## src/rtl/sb_pkg.sv

```systemverilog
// sb_pkg: flit format and channel-state types shared by the butterfly
// injection transmitter and the output-port allocator.
package sb_pkg;

  localparam int PORTS  = 4;
  localparam int ADDR_W = $clog2(PORTS);

  localparam logic [1:0] HEADER_TYPE  = 2'b11;
  localparam logic [1:0] PAYLOAD_TYPE = 2'b10;
  localparam logic [1:0] NULL_TYPE    = 2'b00;

  typedef struct packed {
    logic [1:0]        typ;
    logic [ADDR_W-1:0] addr;
    logic [3:0]        data;
  } flit_t;

  typedef enum logic [1:0] {
    ST_IDLE     = 2'd0,
    ST_HDR      = 2'd1,
    ST_PAYLOAD  = 2'd2,
    ST_WAIT_ACK = 2'd3
  } tx_state_t;

  localparam flit_t NULL_FLIT = '{
    typ:  NULL_TYPE,
    addr: '0,
    data: 4'h0
  };

  function automatic flit_t mk_hdr(
    input logic [ADDR_W-1:0] dst
  );
    flit_t f;
    f.typ  = HEADER_TYPE;
    f.addr = dst;
    f.data = 4'h0;
    return f;
  endfunction

  function automatic flit_t mk_pay(
    input logic [3:0] nib
  );
    flit_t f;
    f.typ  = PAYLOAD_TYPE;
    f.addr = '0;
    f.data = nib;
    return f;
  endfunction

endpackage

```

## src/rtl/resent_pckt_tx_if.sv

```systemverilog
// resent_pckt_tx_if: packet source, allocator and ack-return signals of one
// butterfly injection channel.
interface resent_pckt_tx_if #(
  parameter int MAX_LEN = 8,
  parameter int LEN_W   = $clog2(MAX_LEN + 1)
);
  import sb_pkg::*;

  logic                   pkt_valid;
  logic                   pkt_ready;
  logic [ADDR_W-1:0]      pkt_dst;
  logic [LEN_W-1:0]       pkt_len;
  logic [4*MAX_LEN-1:0]   pkt_data;
  logic [7:0]             out_flit;
  logic                   out_priority;
  logic                   out_gnt;
  logic                   ack_valid;
  logic                   ack_nack;
  logic                   tx_done;
  logic                   tx_drop;

  modport master (
    output pkt_valid,
    output pkt_dst,
    output pkt_len,
    output pkt_data,
    output out_gnt,
    output ack_valid,
    output ack_nack,
    input  pkt_ready,
    input  out_flit,
    input  out_priority,
    input  tx_done,
    input  tx_drop
  );

  modport slave (
    input  pkt_valid,
    input  pkt_dst,
    input  pkt_len,
    input  pkt_data,
    input  out_gnt,
    input  ack_valid,
    input  ack_nack,
    output pkt_ready,
    output out_flit,
    output out_priority,
    output tx_done,
    output tx_drop
  );

endinterface

```

## src/rtl/resent_pckt_tx.sv

```systemverilog
// resent_pckt_tx: serialises a latched packet into header/payload flits and
// retransmits with priority on NACK or ack timeout, dropping after retries.
module resent_pckt_tx
  import sb_pkg::*;
#(
  parameter int MAX_LEN   = 8,
  parameter int LEN_W     = $clog2(MAX_LEN + 1),
  parameter int TIMEOUT   = 64,
  parameter int MAX_RETRY = 3
) (
  input logic             clk,
  input logic             rst,
  resent_pckt_tx_if.slave bus
);

  localparam logic [1:0] IDLE     = ST_IDLE;
  localparam logic [1:0] HDR      = ST_HDR;
  localparam logic [1:0] PAYLOAD  = ST_PAYLOAD;
  localparam logic [1:0] WAIT_ACK = ST_WAIT_ACK;

  localparam int IDX_W = (MAX_LEN > 1) ? $clog2(MAX_LEN) : 1;
  localparam int TMO_W = (TIMEOUT > 1) ? $clog2(TIMEOUT) : 1;
  localparam int RTY_W = (MAX_RETRY > 0) ? $clog2(MAX_RETRY + 1) : 1;
  localparam int DAT_W = 4 * MAX_LEN;

  localparam logic [TMO_W-1:0] TMO_LAST = TMO_W'(TIMEOUT - 1);
  localparam logic [RTY_W-1:0] RTY_LAST = RTY_W'(MAX_RETRY);

  logic [1:0]        state_q, state_d;
  logic [ADDR_W-1:0] dst_q, dst_d;
  logic [LEN_W-1:0]  len_q, len_d;
  logic [DAT_W-1:0]  data_q, data_d;
  logic [IDX_W-1:0]  idx_q, idx_d;
  logic [TMO_W-1:0]  tmo_q, tmo_d;
  logic [RTY_W-1:0]  rty_q, rty_d;
  flit_t             flit_q, flit_d;
  logic              prio_q, prio_d;
  logic              done_q, done_d;
  logic              drop_q, drop_d;

  logic              is_ack;
  logic              is_nack;
  logic              last_nib;
  logic              timed_out;
  logic [IDX_W-1:0]  nib_idx;
  logic [3:0]        nib;

  assign is_ack    = bus.ack_valid & ~bus.ack_nack;
  assign is_nack   = bus.ack_valid &  bus.ack_nack;
  assign last_nib  = LEN_W'(idx_q) == (len_q - LEN_W'(1));
  assign timed_out = tmo_q == TMO_LAST;

  // Nibble shown next cycle: 0 when leaving HDR, else the one after idx_q.
  assign nib_idx = (state_q == HDR) ? '0 : idx_q + IDX_W'(1);
  assign nib     = data_q[{nib_idx, 2'b00} +: 4];

  always_comb begin
    state_d = state_q;
    dst_d   = dst_q;
    len_d   = len_q;
    data_d  = data_q;
    idx_d   = idx_q;
    tmo_d   = tmo_q;
    rty_d   = rty_q;
    flit_d  = flit_q;
    prio_d  = prio_q;
    done_d  = 1'b0;
    drop_d  = 1'b0;
    unique case (state_q)
      IDLE: begin
        flit_d = NULL_FLIT;
        prio_d = 1'b0;
        if (bus.pkt_valid) begin
          dst_d   = bus.pkt_dst;
          len_d   = bus.pkt_len;
          data_d  = bus.pkt_data;
          rty_d   = '0;
          flit_d  = mk_hdr(bus.pkt_dst);
          state_d = HDR;
        end
      end
      HDR: begin
        if (bus.out_gnt) begin
          idx_d   = '0;
          flit_d  = mk_pay(nib);
          state_d = PAYLOAD;
        end
      end
      PAYLOAD: begin
        if (last_nib) begin
          flit_d  = NULL_FLIT;
          prio_d  = 1'b0;
          tmo_d   = '0;
          state_d = WAIT_ACK;
        end else begin
          idx_d  = nib_idx;
          flit_d = mk_pay(nib);
        end
      end
      WAIT_ACK: begin
        tmo_d = tmo_q + TMO_W'(1);
        // An ACK landing in the timeout cycle still completes the packet.
        if (is_ack) begin
          done_d  = 1'b1;
          state_d = IDLE;
        end else if (is_nack || timed_out) begin
          if (rty_q == RTY_LAST) begin
            drop_d  = 1'b1;
            state_d = IDLE;
          end else begin
            rty_d   = rty_q + RTY_W'(1);
            flit_d  = mk_hdr(dst_q);
            prio_d  = 1'b1;
            state_d = HDR;
          end
        end
      end
      default: begin
        flit_d  = NULL_FLIT;
        prio_d  = 1'b0;
        state_d = IDLE;
      end
    endcase
  end

  always_ff @(posedge clk or posedge rst) begin
    if (rst) begin
      state_q <= IDLE;
      dst_q   <= '0;
      len_q   <= '0;
      data_q  <= '0;
      idx_q   <= '0;
      tmo_q   <= '0;
      rty_q   <= '0;
      flit_q  <= NULL_FLIT;
      prio_q  <= 1'b0;
      done_q  <= 1'b0;
      drop_q  <= 1'b0;
    end else begin
      state_q <= state_d;
      dst_q   <= dst_d;
      len_q   <= len_d;
      data_q  <= data_d;
      idx_q   <= idx_d;
      tmo_q   <= tmo_d;
      rty_q   <= rty_d;
      flit_q  <= flit_d;
      prio_q  <= prio_d;
      done_q  <= done_d;
      drop_q  <= drop_d;
    end
  end

  assign bus.pkt_ready    = state_q == IDLE;
  assign bus.out_flit     = flit_q;
  assign bus.out_priority = prio_q;
  assign bus.tx_done      = done_q;
  assign bus.tx_drop      = drop_q;

endmodule
```

## src/flat_wrapper.sv

```systemverilog
// flat-port wrapper written by rule: the top's interface ports become plain ports
module resent_pckt_tx_flat import sb_pkg::*;
#(
  parameter int MAX_LEN   = 8,
  parameter int LEN_W     = $clog2(MAX_LEN + 1),
  parameter int TIMEOUT   = 64,
  parameter int MAX_RETRY = 3
)
  (clk, rst, bus_pkt_valid, bus_pkt_dst, bus_pkt_len, bus_pkt_data, bus_out_gnt, bus_ack_valid, bus_ack_nack, bus_pkt_ready, bus_out_flit, bus_out_priority, bus_tx_done, bus_tx_drop);
  resent_pckt_tx_if #(.MAX_LEN(MAX_LEN), .LEN_W(LEN_W)) bus_i ();
  input logic clk;
  input logic rst;
  input wire logic [$bits(bus_i.pkt_valid)-1:0] bus_pkt_valid;
  input wire logic [$bits(bus_i.pkt_dst)-1:0] bus_pkt_dst;
  input wire logic [$bits(bus_i.pkt_len)-1:0] bus_pkt_len;
  input wire logic [$bits(bus_i.pkt_data)-1:0] bus_pkt_data;
  input wire logic [$bits(bus_i.out_gnt)-1:0] bus_out_gnt;
  input wire logic [$bits(bus_i.ack_valid)-1:0] bus_ack_valid;
  input wire logic [$bits(bus_i.ack_nack)-1:0] bus_ack_nack;
  output wire logic [$bits(bus_i.pkt_ready)-1:0] bus_pkt_ready;
  output wire logic [$bits(bus_i.out_flit)-1:0] bus_out_flit;
  output wire logic [$bits(bus_i.out_priority)-1:0] bus_out_priority;
  output wire logic [$bits(bus_i.tx_done)-1:0] bus_tx_done;
  output wire logic [$bits(bus_i.tx_drop)-1:0] bus_tx_drop;
  assign bus_i.pkt_valid = bus_pkt_valid;
  assign bus_i.pkt_dst = bus_pkt_dst;
  assign bus_i.pkt_len = bus_pkt_len;
  assign bus_i.pkt_data = bus_pkt_data;
  assign bus_i.out_gnt = bus_out_gnt;
  assign bus_i.ack_valid = bus_ack_valid;
  assign bus_i.ack_nack = bus_ack_nack;
  assign bus_pkt_ready = bus_i.pkt_ready;
  assign bus_out_flit = bus_i.out_flit;
  assign bus_out_priority = bus_i.out_priority;
  assign bus_tx_done = bus_i.tx_done;
  assign bus_tx_drop = bus_i.tx_drop;
  resent_pckt_tx #(.MAX_LEN(MAX_LEN), .LEN_W(LEN_W), .TIMEOUT(TIMEOUT), .MAX_RETRY(MAX_RETRY)) u_core (.clk(clk), .rst(rst), .bus(bus_i));
endmodule
```

## config.mk

```make
export PLATFORM = sky130hd
export DESIGN_NAME = resent_pckt_tx_flat
export DESIGN_NICKNAME = d
export VERILOG_FILES = /design/src/rtl/sb_pkg.sv /design/src/rtl/resent_pckt_tx_if.sv /design/src/rtl/resent_pckt_tx.sv /design/src/flat_wrapper.sv
export SDC_FILE = /design/constraint.sdc
export NUM_CORES = 1
export LEC_CHECK = 0
export ABC_AREA = 1
export CAP_MARGIN = 20
export CORE_MARGIN = 2
export CORE_UTILIZATION = 32
export DETAILED_ROUTE_END_ITERATION = 16
export GPL_TIMING_DRIVEN = 0
export PLACE_DENSITY = 0.6
export SLEW_MARGIN = 20
export SYNTH_ARGS = -nofsm -noshare
export SYNTH_HDL_FRONTEND = slang
export SYNTH_SLANG_ARGS = --single-unit
```

## constraint.sdc

```tcl
create_clock -name clk -period 2.2 [get_ports clk]
set_input_delay 0.66 -clock clk [delete_from_list [all_inputs] [get_ports clk]]
set_output_delay 0.66 -clock clk [all_outputs]
set_load 0.1 [all_outputs]
```

==> results.json, run 1 <==
{
  "drt_wl_total_um": 7489,
  "drcViolationCount": 0,
  "die_h_um": 104.2,
  "ys_types": 35,
  "hold_start": "u_core.data_q[0]",
  "synth_warnings": 0,
  "cp_cell_sequence": "dlygate4sd2_1",
  "hold_path_class": "register to register",
  "avgSynthCellArea_sq_um": 7.917,
  "crit_end": "bus_tx_done",
  "skew_ps": 10.68,
  "fp-row-count": 36,
  "ios": 56,
  "drive_gt1_share_pct": 14.41,
  "die-area_sq_um": 10860,
  "cp_slowest_cell": "dlygate4sd2_1",
  "end_kind": "output port",
  "diodes": 0,
  "drt_iter0_drc": 157,
  "reg2reg_from": "u_core.state_q[0]",
  "max_stage_delay_ps": 850,
  "cp_num_cells": 1,
  "dr.pass1.iters": 4,
  "ys_ff_latch": 62,
  "routedWlPerCell_um": 12.24,
  "maxClockFrequency_ghz": 0.4637,
  "cts_sinks": 62,
  "rsz0062_at_grt": "false",
  "status": "finished, final reports clean",
  "syn-num-nets": 458,
  "clock_path_buffers": 2,
  "worst_pin_slew_ps": 953.5,
  "htree_levels": 3,
  "cts_tree": "yes",
  "initial_utilization_pct": 32.89,
  "worst_setup_path_start_kind": "register",
  "cp_max_fo": 1,
  "die_x_um": 104.2,
  "ir_drop_mv": 0.5156,
  "synth_top_area_share_pct": 48.27,
  "numCtsBuffers": 9,
  "finalCritPeriodShare_pct": 98.03,
  "setup_violations": 0,
  "maxSlewHeadroom_pct": 36.69,
  "root_buffer": "clkbuf_8",
  "postSynthCellCount": 406,
  "synth_seq_area_share_pct": 48.27,
  "first_global_vias": 2826,
  "worstRegToRegCells": 9,
  "clkTransAtPathRegs_ps": 70,
  "r2r-end": "u_core.bus.out_flit[2]",
  "grt_max_degree": 25,
  "antenna_found_initial": 0,
  "layout_min_cycle_time_ps": 2157,
  "area_growth_pct": 30.32,
  "p_per_area_nw_per_um2": 1498,
  "critPathKind": "register to output port",
  "nets": 526,
  "dp_hpwl_um": 5636,
  "fin_tns_setup_ps": 0,
  "gr-total-overflow": 0,
  "grtUsageTotal_pct": 15.14,
  "required_ps": 1540,
  "critPathBufInv": 1,
  "viasPerCell": 4.583,
  "reg2reg_slack_ps": 270,
  "final_core_util_pct": 42.86,
  "grt_pass1_wl_um": 13220,
  "core-area_sq_um": 9774,
  "portBuffers": 55,
  "synthTopCellsByArea": "dfrtp_1 48%, nand2_1 19%, o21ai_0 5.4%, inv_1 4.3%, nand3_1 3.4%",
  "report.final.slew_viol_count": 0,
  "finalHoldViolCount": 0,
  "syn_area_sq_um": 3214,
  "worstSetupStartpoint": "u_core.bus.tx_done",
  "synth_largest_area_cell": "dfrtp_1",
  "total_leakage_power_uw": 0.002077,
  "drv_cap": 0,
  "clk-insertion-delay-late_ps": 340,
  "crit_family": "buffers and inverters",
  "ctsHoldBuffers": 0,
  "gp_congestion": 0.8476,
  "crit_arrival_ps": 1500,
  "via_count": 2805,
  "antenna_left": 0
}
placed cells by master (no fill, tap or decap), types with 5 or more instances in the layout:
cell	netlist	layout
nand2_2	6	6
nand3_1	22	22
clkdlybuf4s50_1	0	43
clkbuf_1	2	5
dfrtp_1	62	62
nor2_1	9	9
clkbuf_8	0	10
ha_1	8	7
o21ai_1	8	8
o21ai_0	35	35
inv_1	37	36
nor2_2	5	5
clkbuf_2	1	6
nand2_1	164	164
logic make-up (layout without fill, tap and decap cells):
| logic type | after synthesis | count (layout) | synth area share (%) |
|---|---|---|---|
| buffers and inverters | 55 | 128 | 7.785 |
| DFF | 62 | 62 | 48.27 |
| and+or+nand+nor | 221 | 221 | 29.97 |
| AOI/OAI and AO/OA | 56 | 56 | 9.771 |
| adders and majority gates | 8 | 8 | 3.114 |
| xor gates and xnor gates | 4 | 4 | 1.090 |
layer usage:
metal	share of wire [%]	track usage (%)	wire (um)
met1	48	19.84	3564
met2	45	23.64	3377
met3	4.8	3.571	360
met4	2.5	7.143	186
met5	0	0	0
registers in the layout, indices dropped and copies added, names as in the netlist:
| signal | flops |
|---|---|
| u_core.data_q | 32 |
| u_core.bus.tx_done | 1 |
| u_core.len_q | 4 |
| u_core.tmo_q | 6 |
| u_core.bus.tx_drop | 1 |
| u_core.rty_q | 2 |
| u_core.state_q | 2 |
| u_core.dst_q | 2 |
| u_core.bus.out_flit | 8 |
| u_core.idx_q | 3 |
| u_core.bus.out_priority | 1 |
synth_stat cells, drive strengths merged:
master	count
clkinv	1
nand4	2
buf	9
nor2	16
xor2	2
xnor2	2
o21a	1
a22oi	4
o221ai	2
or2	4
clkbuf	3
ha	8
o21ai	44
a21oi	3
nand2	174
a31o	1
a211oi	1
nand3	24
inv	42
dfrtp	62
nand3b	1
power by group:
group	leakage (uW)	switching [uW]	internal [uW]
registers	0.000791	264	1620
clock network	0.000104	439	671
logic	0.00118	2240	1050
metrics by stage:
stage | instance area (sq um) | instances | hold WS [ps] | total power (uW) | setup WS (ps)
final | 4189 | 612 | 481.8 | 6276 | 43.42
after CTS | 4209 | 612 | 486.0 | 6340 | 3.484
after global placement | 3938 | 594 | 463.0 | 5175 | -430.0
after detailed placement | 3993 | 596 | 466.7 | 5236 | -436.8
after global routing | 4189 | 612 | 508.3 | 6805 | 8.394
after floorplan | 3221 | 406 | 442.5 | 4396 | 272.7
worst min path at each step:
stage                        endpoint  slack (ps)  cells past startpoint
2_1_floorplan       u_core.data_q[11]         440                      2
3_3_place_gp        u_core.data_q[17]         460                      2
3_5_place_dp        u_core.data_q[16]         470                      2
4_1_cts             u_core.data_q[16]         490                      2
5_1_grt        u_core.bus.out_flit[3]         510                      2
6_report             u_core.data_q[0]         480                      2
layout make-up:
class / count / area, sq um
fillers: 1012 / 5585
flip-flops and latches: 62 / 1551
multi-input cells: 289 / 1415
repair buffers: 57 / 585.6
inverters: 43 / 172.7
well taps: 133 / 166.4
clock buffers: 13 / 148.9
plain buffers: 12 / 81.33
clock inverters: 3 / 67.56
repair_timing:
action	in CTS	in global routing
pin swaps	0	0
buffers inserted	0	0
cloned	0	0
endpoints found under the setup margin	12	7
gates resized for setup	30	7
Power figures use the tool's default switching activity.
==> run 2: changes to the inputs <==
--- a/config.mk
+++ b/config.mk
@@ -7,11 +7,10 @@
 export LEC_CHECK = 0
 export ABC_AREA = 1
 export CAP_MARGIN = 20
-export CORE_MARGIN = 2
 export CORE_UTILIZATION = 32
 export DETAILED_ROUTE_END_ITERATION = 16
 export GPL_TIMING_DRIVEN = 0
-export PLACE_DENSITY = 0.6
+export PLACE_DENSITY = 0.56
 export SLEW_MARGIN = 20
 export SYNTH_ARGS = -nofsm -noshare
 export SYNTH_HDL_FRONTEND = slang
==> run 2 against run 1 <==
Sequential cell count is the same. Clock-buffer cell count shrank 3. Fmax grew 1.1%. Critical endpoint is now bus_tx_drop. Hold slack lost 2.2 ps.
==> results.json, run 2 (synthesized netlist as in run 1, its figures left out) <==
{
  "grt_pass1_wl_um": 12200,
  "p_per_area_nw_per_um2": 1501,
  "initial_utilization_pct": 32.89,
  "finalHoldViolCount": 0,
  "maxSlewHeadroom_pct": 37.39,
  "clk-insertion-delay-late_ps": 340,
  "gr-total-overflow": 0,
  "final_common_cell": "nand2_1",
  "switching_share_pct": 47.19,
  "final_cells": 610,
  "nets": 525,
  "setup_violations": 0,
  "dpl.cell_count": 595,
  "numCtsBuffers": 9,
  "core-area_sq_um": 9774,
  "dr.pass1.iters": 4,
  "required_ps": 1540,
  "finalCritPeriodShare_pct": 96.92,
  "clkPwrFrac_pct": 17.4,
  "max_stage_delay_ps": 810,
  "drcViolationCount": 0,
  "fin_tns_setup_ps": 0,
  "worst_pin_slew_ps": 942.8,
  "drive_gt1_share_pct": 14.47,
  "viasPerCell": 4.449,
  "clkTransAtPathRegs_ps": 70,
  "rsz0062_at_grt": "false",
  "final_cell_mix": "164 x nand2_1, 62 x dfrtp_1, 43 x clkdlybuf4s50_1, 36 x inv_1, 35 x o21ai_0",
  "layout_min_cycle_time_ps": 2132,
  "cp_max_fo": 1,
  "cts_tree": "yes",
  "die_x_um": 102.2,
  "ir_drop_mv": 0.8643,
  "antenna_left": 0,
  "top_register": "u_core.data_q",
  "via_count": 2714,
  "drt_iter0_drc": 122,
  "root_buffer": "clkbuf_8",
  "diodes": 0,
  "portBuffers": 55,
  "end_kind": "output port",
  "comb_power_share_pct": 52.3,
  "die_h_um": 102.2,
  "fp-row-count": 36,
  "cp_cell_sequence": "clkdlybuf4s15_1",
  "clock_path_buffers": 2,
  "hold_path_class": "register to register",
  "report.final.slew_viol_count": 0,
  "crit_arrival_ps": 1470,
  "switching_power_uw": 2925,
  "final_core_util_pct": 42.24,
  "gp_congestion": 0.7875,
  "cp_slowest_cell": "clkdlybuf4s15_1",
  "cts_sinks": 62,
  "skew_ps": 7.264,
  "antenna_found_initial": 0,
  "grtUsageTotal_pct": 15.28,
  "total_leakage_power_uw": 0.002060,
  "p_seq_share_pct": 30.4,
  "worst_setup_path_start_kind": "register",
  "drt_wl_total_um": 7312,
  "maxClockFrequency_ghz": 0.4690,
  "die-area_sq_um": 10450,
  "critPathKind": "register to output port",
  "grt_max_degree": 33,
  "crit_family": "buffers and inverters",
  "status": "finished, final reports clean",
  "dp_hpwl_um": 5329,
  "power.internal_uw": 3273,
  "area_growth_pct": 28.45,
  "largest_reg_flops": 32,
  "ios": 56,
  "first_global_vias": 2597,
  "drv_cap": 0,
  "routedWlPerCell_um": 11.99,
  "hold_ws_ps": 479.5,
  "critPathBufInv": 1,
  "htree_levels": 3
}
-- run 2: final timing paths --
check | start | end | slack (ps) | cells after the start
setup / recovery | u_core.bus.tx_drop | bus_tx_drop | 70 | 1
hold / removal | u_core.data_q[17] | u_core.data_q[17] | 480 | 2
setup reg to reg | u_core.state_q[1] | u_core.bus.out_flit[2] | 200 | 10
hold reg to reg | u_core.data_q[17] | u_core.data_q[17] | 480 | 2
max in group asynchronous | rst | u_core.data_q[9] | 850 | 3
min in group asynchronous | rst | u_core.tmo_q[3] | 770 | 2
-- run 2: what timing repair did --
item,4_1_cts,5_1_grt
hold buffers,0,0
buffers inserted,0,0
pin swaps,0,0
endpoints found under the setup margin,12,10
resized for setup,28,10
-- run 2: layer usage --
| metal | track usage [%] | vias to the layer above | share of wire, % |
|---|---|---|---|
| met1 | 20.88 | 1233 | 49 |
| met5 | 0 | - | 0 |
| li1 | - | 1413 | - |
| met3 | 4.104 | 6 | 4.6 |
| met2 | 23.54 | 62 | 45 |
| met4 | 4.945 | 0 | 1.3 |
-- run 2: final cells by class --
type | count | area (sq um)
Sequential cell | 62 | 1551
Timing Repair Buffer | 56 | 539.3
Clock buffer | 10 | 127.6
Multi-Input combinational cell | 289 | 1415
Clock inverter | 5 | 75.07
Buffer | 12 | 81.33
Inverter | 43 | 172.7
Fill cell | 1024 | 5645
Tap cell | 133 | 166.4
-- run 2: worst register-to-register path: stages (launching register included) --
cell     delay [ps]
dfrtp_1         390
inv_1            90
ha_1            240
inv_2           150
nand3_1         300
inv_2           270
a21oi_1         100
o21ai_0         100
nand2_1         110
nand3_1          90
nand2_1          60
-- run 2: power groups by stage --
stage	logic [uW]	registers [uW]	clock network, uW
floorplan	2030	2360	0
global placement	3270	1900	0
detailed placement	3310	1900	0
CTS	3290	1880	1090
global route	3630	1940	1150
finish	3240	1880	1080
-- run 2: stage by stage --
step / setup slack [ps] / power (uW) / instance area [sq um]
global route: 0.4071 / 6715 / 4129
finish: 67.83 / 6198 / 4129
CTS: 6.994 / 6270 / 4158
detailed placement: -442.3 / 5212 / 3958
floorplan: 272.7 / 4396 / 3221
global placement: -423.0 / 5166 / 3938
==> run 3: changes to the inputs <==
--- a/config.mk
+++ b/config.mk
@@ -6,11 +6,13 @@
 export NUM_CORES = 1
 export LEC_CHECK = 0
 export ABC_AREA = 1
+export ABC_CLOCK_PERIOD_IN_PS = 2200
 export CAP_MARGIN = 20
 export CORE_UTILIZATION = 32
 export DETAILED_ROUTE_END_ITERATION = 16
 export GPL_TIMING_DRIVEN = 0
 export PLACE_DENSITY = 0.56
+export SKIP_LAST_GASP = 1
 export SLEW_MARGIN = 20
 export SYNTH_ARGS = -nofsm -noshare
 export SYNTH_HDL_FRONTEND = slang
==> run 3 against run 2 <==
Combinational power is essentially flat. Critical path depth rose by 2. Hold slack stayed put. Die area stayed put. Power is 0.15% lower. Via count is the same. Core utilization is essentially flat. Setup slack worse by 14 ps. Register-to-register slack is essentially flat. Routed wire length hardly changed. Clock power hardly changed. Global-route usage did not move. Critical endpoint is now bus_pkt_ready. Largest cell class unchanged.
==> results.json, run 3 (synthesized netlist as in run 1, its figures left out) <==
{
  "grtUsageTotal_pct": 15.28,
  "nets": 525,
  "fp-row-count": 36,
  "drive_gt1_share_pct": 14.47,
  "antenna_found_initial": 0,
  "rsz0062_at_grt": "true",
  "worst_setup_path_start_kind": "register",
  "ctsHoldBuffers": 0,
  "fin_area_sq_um": 4125,
  "crit_arrival_ps": 1490,
  "grt_pass1_wl_um": 12200,
  "first_global_vias": 2597,
  "dp_hpwl_um": 5329,
  "portBuffers": 55,
  "gr-total-overflow": 0,
  "setup_slack_ps": 53.41,
  "numCtsBuffers": 9,
  "hold_end": "u_core.data_q[17]",
  "num-fill-cells": 1024,
  "final_common_cell": "nand2_1",
  "layout_min_cycle_time_ps": 2147,
  "cp_cell_sequence": "inv_1 > ha_2 > buf_4",
  "min_path_cells": 2,
  "worst_pin_slew_ps": 942.8,
  "critPathBufInv": 2,
  "reg2reg_slack_ps": 200,
  "cts_tree": "yes",
  "worstRegToRegCells": 10,
  "die-area_sq_um": 10450,
  "maxClockFrequency_ghz": 0.4659,
  "cp_max_fo": 6,
  "final_core_util_pct": 42.20,
  "max_stage_delay_ps": 430,
  "comb_power_share_pct": 52.2,
  "drt_wl_total_um": 7313,
  "diodes": 0,
  "antenna_left": 0,
  "htree_levels": 3,
  "drv_cap": 0,
  "maxSlewHeadroom_pct": 37.39,
  "area.sequential_sq_um": 1551,
  "initial_utilization_pct": 32.89,
  "critPathKind": "register to output port",
  "dp_slack_ps": -442.3,
  "ios": 56,
  "p_seq_share_pct": 30.4,
  "gp_congestion": 0.7875,
  "area_growth_pct": 28.34,
  "switching_power_uw": 2923,
  "finalCritPeriodShare_pct": 97.57,
  "total_leakage_power_uw": 0.002059,
  "end_kind": "output port",
  "drcViolationCount": 0,
  "cts_sinks": 62,
  "p_per_area_nw_per_um2": 1500,
  "hold_start": "u_core.data_q[17]",
  "required_ps": 1540,
  "finalHoldViolCount": 0,
  "routedWlPerCell_um": 11.99,
  "reg2reg_from": "u_core.state_q[1]",
  "top_register": "u_core.data_q",
  "hold_path_class": "register to register",
  "crit_family": "flip-flops",
  "placed_area_sq_um": 3958,
  "switching_share_pct": 47.23,
  "dpl.cell_count": 595,
  "status": "finished, final reports clean",
  "skew_ps": 7.264,
  "grt_max_degree": 33,
  "ir_drop_mv": 0.8637,
  "largest_reg_flops": 32,
  "clock_path_buffers": 2,
  "r2r-end": "u_core.bus.out_flit[2]",
  "clkTransAtPathRegs_ps": 70,
  "fin_tns_setup_ps": 0,
  "cp_slowest_cell": "dfrtp_1",
  "die_x_um": 102.2,
  "root_buffer": "clkbuf_8",
  "via_count": 2714,
  "setup_violations": 0,
  "final_cells": 610,
  "core-area_sq_um": 9774,
  "clk-insertion-delay-late_ps": 340,
  "final_cell_mix": "164 x nand2_1, 62 x dfrtp_1, 43 x clkdlybuf4s50_1, 36 x inv_1, 35 x o21ai_0",
  "multi_input_area_sq_um": 1415,
  "dr.pass1.iters": 4,
  "clkPwrFrac_pct": 17.4,
  "report.final.slew_viol_count": 0,
  "drt_iter0_drc": 122,
  "die_h_um": 102.2,
  "power.internal_uw": 3266,
  "viasPerCell": 4.449
}
==> run 3: cell types whose count changed in the layout (fill, tap and decap cells not counted) <==
| cell | before | now |
|---|---|---|
| buf_4 | 2 | 3 |
| buf_6 | 4 | 3 |
==> run 3: worst max-delay path by stage <==
stage / from / endpoint / depth (start not counted)
2_1_floorplan: u_core.state_q[0] / u_core.rty_q[0] / 8
3_3_place_gp: u_core.state_q[0] / bus_pkt_ready / 3
3_5_place_dp: u_core.state_q[0] / bus_pkt_ready / 3
4_1_cts: u_core.state_q[0] / bus_pkt_ready / 3
5_1_grt: u_core.state_q[0] / bus_pkt_ready / 3
6_report: u_core.state_q[0] / bus_pkt_ready / 3
==> run 3: final cells by class <==
| class | instances | area share [%] |
|---|---|---|
| plain buffers | 12 | 1.971 |
| clock buffers | 10 | 3.094 |
| clock inverters | 5 | 1.820 |
| inverters | 43 | 4.186 |
| multi-input cells | 289 | 34.30 |
| flip-flops and latches | 62 | 37.61 |
| well taps | 133 | 4.034 |
| repair buffers | 56 | 12.98 |
==> run 3: per-stage QoR <==
| step | hold slack (ps) | total power (uW) |
|---|---|---|
| floorplan | 442.5 | 4396 |
| global placement | 459.2 | 5166 |
| detailed placement | 462.4 | 5212 |
| CTS | 482.3 | 6270 |
| global route | 497.5 | 6706 |
| finish | 479.5 | 6189 |
==> run 3: tightest hold or removal path, cell delays in order, from the launching register on <==
cell and delay, ps:
dfrtp_1 350, nand2_1 50, nand2_1 50
==> run 3: layer usage <==
metal	GRT usage [%]	up-vias	part of all wire (%)
li1	-	1413	-
met1	20.88	1233	49
met2	23.54	62	45
met3	4.104	6	4.6
met4	4.945	0	1.3
met5	0	-	0
==> run 3: what timing repair did <==
item / in CTS / in global routing
setup buffers: 0 / 0
setup endpoints to repair: 12 / 10
gates resized for setup: 25 / 13
==> run 3: power by group through the flow <==
| stage | clock [uW] | sequential (uW) | combinational [uW] |
|---|---|---|---|
| global route | 1150 | 1940 | 3620 |
| detailed placement | 0 | 1900 | 3310 |
| global placement | 0 | 1900 | 3270 |
| floorplan | 0 | 2360 | 2030 |
| CTS | 1090 | 1880 | 3290 |
| finish | 1080 | 1880 | 3230 |
